--- config.mk ---
export PLATFORM = sky130hd
export DESIGN_NAME = memory_controller
export DESIGN_NICKNAME = d
export VERILOG_FILES = /design/src/rtl/memory_controller.sv
export SDC_FILE = /design/constraint.sdc
export NUM_CORES = 2
export LEC_CHECK = 0
export CAP_MARGIN = 20
export CORE_UTILIZATION = 56
export CTS_BUF_LIST = sky130_fd_sc_hd__clkbuf_16
export DETAILED_ROUTE_END_ITERATION = 10
export HOLD_SLACK_MARGIN = 0.15
export PLACE_DENSITY = 0.81
export SETUP_SLACK_MARGIN = 0.15
export SLEW_MARGIN = 20
export SYNTH_ARGS = -nofsm -noshare
export SYNTH_HDL_FRONTEND = slang
export SYNTH_SLANG_ARGS = --single-unit
--- constraint.sdc ---
create_clock -name clock -period 11.4 [get_ports clock]
set_input_delay 2.28 -clock clock [delete_from_list [all_inputs] [get_ports clock]]
set_output_delay 2.28 -clock clock [all_outputs]
set_load 0.01 [all_outputs]
--- src/rtl/memory_controller.sv ---
// Shared backing memory for two caches: round-robin arbitration, fixed-latency
// read / byte write on 16-bit words, and cross-port invalidation on writes.
module memory_controller #(
   parameter int MEM_WORD_BITS = 8,
   parameter int MEM_LATENCY   = 2
) (
   input  logic        clock,
   input  logic        reset,
   input  logic [24:0] memory_request_0,
   input  logic [24:0] memory_request_1,
   input  logic        memory_request_ready_0,
   input  logic        memory_request_ready_1,
   output logic [15:0] memory_response_0,
   output logic [15:0] memory_response_1,
   output logic        memory_response_ready_0,
   output logic        memory_response_ready_1,
   output logic [15:0] invalidate_address_0,
   output logic [15:0] invalidate_address_1
);

   localparam int DEPTH = 1 << MEM_WORD_BITS;

   typedef enum logic [1:0] {
      IDLE    = 2'd0,
      ACCESS  = 2'd1,
      RESPOND = 2'd2
   } state_t;

   state_t            state_q, state_d;
   logic [1:0]        armed_q, armed_d;
   logic              last_grant_q, last_grant_d;
   logic              port_q, port_d;
   logic [24:0]       req_q, req_d;
   logic [3:0]        cnt_q, cnt_d;
   logic [1:0][15:0]  resp_q, resp_d;
   logic [1:0][15:0]  inv_q, inv_d;
   logic [1:0]        rdy_q, rdy_d;

   logic [15:0]       mem [DEPTH];

   logic [1:0]               req_valid;
   logic [1:0]               eligible;
   logic                     grant_en;
   logic                     grant_port;
   logic                     req_rw;
   logic [7:0]               req_data;
   logic [15:0]              req_addr;
   logic [MEM_WORD_BITS-1:0] index;
   logic [15:0]              rd_word;
   logic [15:0]              merged;
   logic                     op_fire;

   assign req_valid = {memory_request_ready_1, memory_request_ready_0};
   assign eligible  = req_valid & armed_q;
   assign grant_en  = |eligible;
   // On a tie the port that did not win last time goes first.
   assign grant_port = (&eligible) ? ~last_grant_q : eligible[1];

   assign req_rw   = req_q[24];
   assign req_data = req_q[23:16];
   assign req_addr = req_q[15:0];
   assign index    = req_addr[MEM_WORD_BITS:1];
   assign rd_word  = mem[index];
   assign merged   = req_addr[0] ? {req_data, rd_word[7:0]} : {rd_word[15:8], req_data};
   assign op_fire  = (state_q == ACCESS) && (cnt_q == 4'd0);

   // NOTE: sequential state uses non-blocking assignments so every flop samples
   // the pre-edge value of every other flop, independent of statement order.
   always_ff @(posedge clock or negedge reset) begin
      if (!reset) begin
         state_q      <= IDLE;
         armed_q      <= 2'b11;
         last_grant_q <= 1'b1;
         port_q       <= 1'b0;
         req_q        <= '0;
         cnt_q        <= '0;
         resp_q       <= '0;
         inv_q        <= '0;
         rdy_q        <= '0;
      end else begin
         state_q      <= state_d;
         armed_q      <= armed_d;
         last_grant_q <= last_grant_d;
         port_q       <= port_d;
         req_q        <= req_d;
         cnt_q        <= cnt_d;
         resp_q       <= resp_d;
         inv_q        <= inv_d;
         rdy_q        <= rdy_d;
      end
   end

   // NOTE: the array has no reset; contents survive reset, and an abandoned
   // access never writes because reset forces the FSM out of ACCESS.
   always_ff @(posedge clock) begin
      if (op_fire && req_rw) begin
         mem[index] <= merged;
      end
   end

   always_comb begin
      // NOTE: default first so no path leaves state_d unassigned (no latch).
      state_d = state_q;
      unique case (state_q)
         IDLE:    if (grant_en) state_d = ACCESS;
         ACCESS:  if (cnt_q == 4'd0) state_d = RESPOND;
         RESPOND: state_d = IDLE;
         default: state_d = IDLE;
      endcase
   end

   always_comb begin
      // Re-arm whenever the cache lets go of its request.
      armed_d      = armed_q | ~req_valid;
      last_grant_d = last_grant_q;
      port_d       = port_q;
      req_d        = req_q;
      cnt_d        = cnt_q;
      resp_d       = resp_q;
      inv_d        = inv_q;
      rdy_d        = '0;
      unique case (state_q)
         IDLE: begin
            if (grant_en) begin
               armed_d[grant_port] = 1'b0;
               last_grant_d        = grant_port;
               port_d              = grant_port;
               req_d               = grant_port ? memory_request_1 : memory_request_0;
               cnt_d               = 4'(MEM_LATENCY - 1);
            end
         end
         ACCESS: begin
            if (cnt_q != 4'd0) begin
               cnt_d = cnt_q - 4'd1;
            end else begin
               resp_d[port_q] = req_rw ? merged : rd_word;
               rdy_d[port_q]  = 1'b1;
               if (req_rw) inv_d[~port_q] = req_addr;
            end
         end
         default: ;
      endcase
   end

   assign memory_response_0       = resp_q[0];
   assign memory_response_1       = resp_q[1];
   assign memory_response_ready_0 = rdy_q[0];
   assign memory_response_ready_1 = rdy_q[1];
   assign invalidate_address_0    = inv_q[0];
   assign invalidate_address_1    = inv_q[1];

endmodule
==> results.toml <==
[run_status]
outcome = "complete, no violations"

[yosys]
synth_cells = 7123
synth-adder-area-share = 0.0000786
ys_types = 38
synth_compound_area_frac = 0.0395
yosys.area.top_type = "edfxtp_1"
synth_area_per_cell_um2 = 22.4
synth_nets = 7178
synthSimpleGateAreaFrac = 0.0122
synthMuxAreaShare = 0.148
synthArstFlopShare = 0.0241
synth_top_area_share = 0.772
ys_warn_count = 0
ys_ff_latch = 4197
synth_top_family_by_area = "multiplexers"
synth_area_leaders = "edfxtp_1 (77%), mux4_2 (14%), a22oi_1 (2.5%)"
synth-edff-count = 4096
synthesis.area_mm2 = 0.159
synth_xor_area_frac = 0.0000550
synth-main-ff-cell = "edfxtp_1"
ys_seq_area_frac = 0.788

[timing]
finalCriticalPeriod_ns = 7.06
fin_skew_ns = 0.0758
relSlewSlack = 0.0739
hold_viol = 0
rsz0062_at_grt = "no"
tightest_slew_ns = 1.37
fin_tns_setup_ns = 0
timing.fmax_mhz = 142
setup_viol = 0
worst_hold_slack_ns = 0.481
fin_crit_sh = 0.620
drv_slew = 0

[drt]
firstDrtPassIters = 9
wire_per_inst_um = 39.6
ant_nets = 0
vias = 85186
drt-total-wl_um = 461000
via_per_inst = 7.32
drc = 0
drt_first_iter_violations = 15504

[floorplan]
rows = 195
die_w_um = 535
start_util = 0.564
die_y_um = 535
top_level_ports = 120
die-area_mm2 = 0.286
core_area_mm2 = 0.283

[clock_network]
cts.clk_slew.worst_paths_ns = 0.06
numCtsBuffers = 402
cts_tree = "yes"
h-tree-depth = 5
post_cts_buffers = 0
clockRootBuffer = "clkbuf_16"
cts_resized = 0
cts_max_path_buffers = 4
clkLatencyLatePin_ns = 1.03
cts_sinks = 4197
postCtsHoldBufs = 0

[global_routing]
gr-total-overflow = 0
grt_pass1_vias = 85998
antenna_found_initial = 23
track_usage = 0.322
grt_max_degree = 257
grt_pass1_wl_um = 646000

[setup_path]
cp.required_ns = 11.88
crit_type = "reg -> reg"
critPathMaxFanout = 128
crit_buf_inv = 5
critPathTopFamily = "buffers and inverters"
cp_common_cell = "buf_12"
arrival_ns = 7.54
start_kind = "register"
slowest_stage = "dfrtp_4"
critPathMaxStageDelay_ns = 1.06
worstPathCellList = "buf_12 > buf_12 > mux4_2 > a22oi_1 > a21oi_1 > o41ai_2 > buf_4 > and4_1 > o21ai_4 > buf_4 > buf_12"
worst_setup_path_end_kind = "register"

[place]
hpwl_um = 233000
port_buffers = 119
postPlaceCellArea_mm2 = 0.167
dp_cells = 10903
gp_congestion = 0.873

[final_layout]
synthToLayoutAreaGrowth_pct = 12.9
fin_area_mm2 = 0.180
final_common_cell = "edfxtp_1"
drive_above_1_share = 0.266
nets = 7622
final_cell_mix = "edfxtp_1 (4096), mux4_2 (1024), a22oi_1 (537), clkbuf_16 (409), buf_4 (332)"
num-fill-cells = 16596
layout.cells.non_filler = 11643

[worst_hold_path]
holdCritPathClass = "reg -> reg"

[power]
ir_drop_uv = 523
leakage_nw = 56.0
power.density_mw_per_mm2 = 300

[job]
maxCapViolCount = 0
## flip-flops by register name, indices dropped and copies added, names as in the netlist
signal                count
invalidate_address_1     16
mem                    4096
memory_response_1        16
req_q                    25
armed_q                   2
last_grant_q              1
port_q                    1
rdy_q                     2
memory_response_0        16
invalidate_address_0     16
state_q                   2
cnt_q                     4
## cells by family after synthesis
family                     Yosys count
muxes                             1065
and+or+nand+nor                    465
AOI/OAI and AO/OA                  937
adders and majority gates            1
buffers and inverters              457
xor gates and xnor gates             1
DFF                               4197
## final cells by class
class / count / area, um2 / share of cell area
sequential: 4197 / 126000 / 0.699
multi-input combinational: 2469 / 32600 / 0.182
clock buffer: 409 / 10200 / 0.0570
tap: 3743 / 4680 / 0.0261
timing repair buffer: 483 / 4320 / 0.0240
clock inverter: 309 / 2200 / 0.0122
inverter: 14 / 52.6 / 0.000292
antenna: 19 / 47.5 / 0.000265
## layer usage
metal / routed length (um) / GRT usage / vias to the layer above
li1: - / - / 31249
met1: 141000 / 0.400 / 43133
met2: 216000 / 0.501 / 8873
met3: 69500 / 0.0982 / 1909
met4: 33400 / 0.194 / 22
met5: 205 / 0 / -
## per-stage QoR
| stage | power (mW) | utilization | setup slack, ns |
|---|---|---|---|
| floorplan | 34.2 | - | 0.591 |
| global placement | 39.1 | 0.591 | 4.61 |
| detailed placement | 40.0 | 0.591 | 4.53 |
| CTS | 53.1 | 0.635 | 4.52 |
| global route | 54.6 | 0.636 | 4.29 |
| finish | 53.9 | 0.636 | 4.34 |
## worst register-to-register path, cell delays in order, from the launching register on
cell and delay, ns:
dfrtp_4 1.06, buf_12 0.65, buf_12 0.66, mux4_2 0.75, a22oi_1 0.43, a21oi_1 0.17, o41ai_2 0.81, buf_4 0.30
and4_1 0.46, o21ai_4 0.10, buf_4 0.38, buf_12 0.39
## where the power goes
group / leakage [nW] / switching, mW / internal, mW
registers: 38.4 / 0.344 / 22.8
clock network: 6.41 / 5.77 / 7.18
logic: 11.1 / 12.9 / 4.85
## cell usage after synthesis (2+ instances only)
library cell and count:
edfxtp_1 4096, mux4_2 1024, a22oi_1 537, a21oi_1 290, nor2_1 283, clkbuf_1 275, nand2_1 105, buf_2 103
dfrtp_1 98, o41ai_1 64, buf_1 47, o21ai_1 40, mux2_2 23, nand3_1 19, and4_1 16, buf_4 14
inv_1 14, nor3_1 13, mux2_1 10, nor2b_1 10, mux2i_1 8, and2_1 6, nand2b_1 6, buf_6 4
dfstp_2 3, a21o_1 2, a31oi_1 2
## final timing paths
| path | start | endpoint | slack [ns] | cells past startpoint |
|---|---|---|---|---|
| max | req_q[1]$_DFFE_PN0P_ | mem[108][14]$_DFFE_PP_ | 4.34 | 11 |
| min | armed_q[1]$_DFF_PN1_ | armed_q[1]$_DFF_PN1_ | 0.48 | 2 |
| max reg2reg | req_q[1]$_DFFE_PN0P_ | mem[108][14]$_DFFE_PP_ | 4.34 | 11 |
| min reg2reg | armed_q[1]$_DFF_PN1_ | armed_q[1]$_DFF_PN1_ | 0.48 | 2 |
| max in group asynchronous | reset | req_q[2]$_DFFE_PN0P_ | 8.78 | 2 |
| min in group asynchronous | reset | req_q[11]$_DFFE_PN0P_ | 1.29 | 1 |
Power figures use the tool's default switching activity.
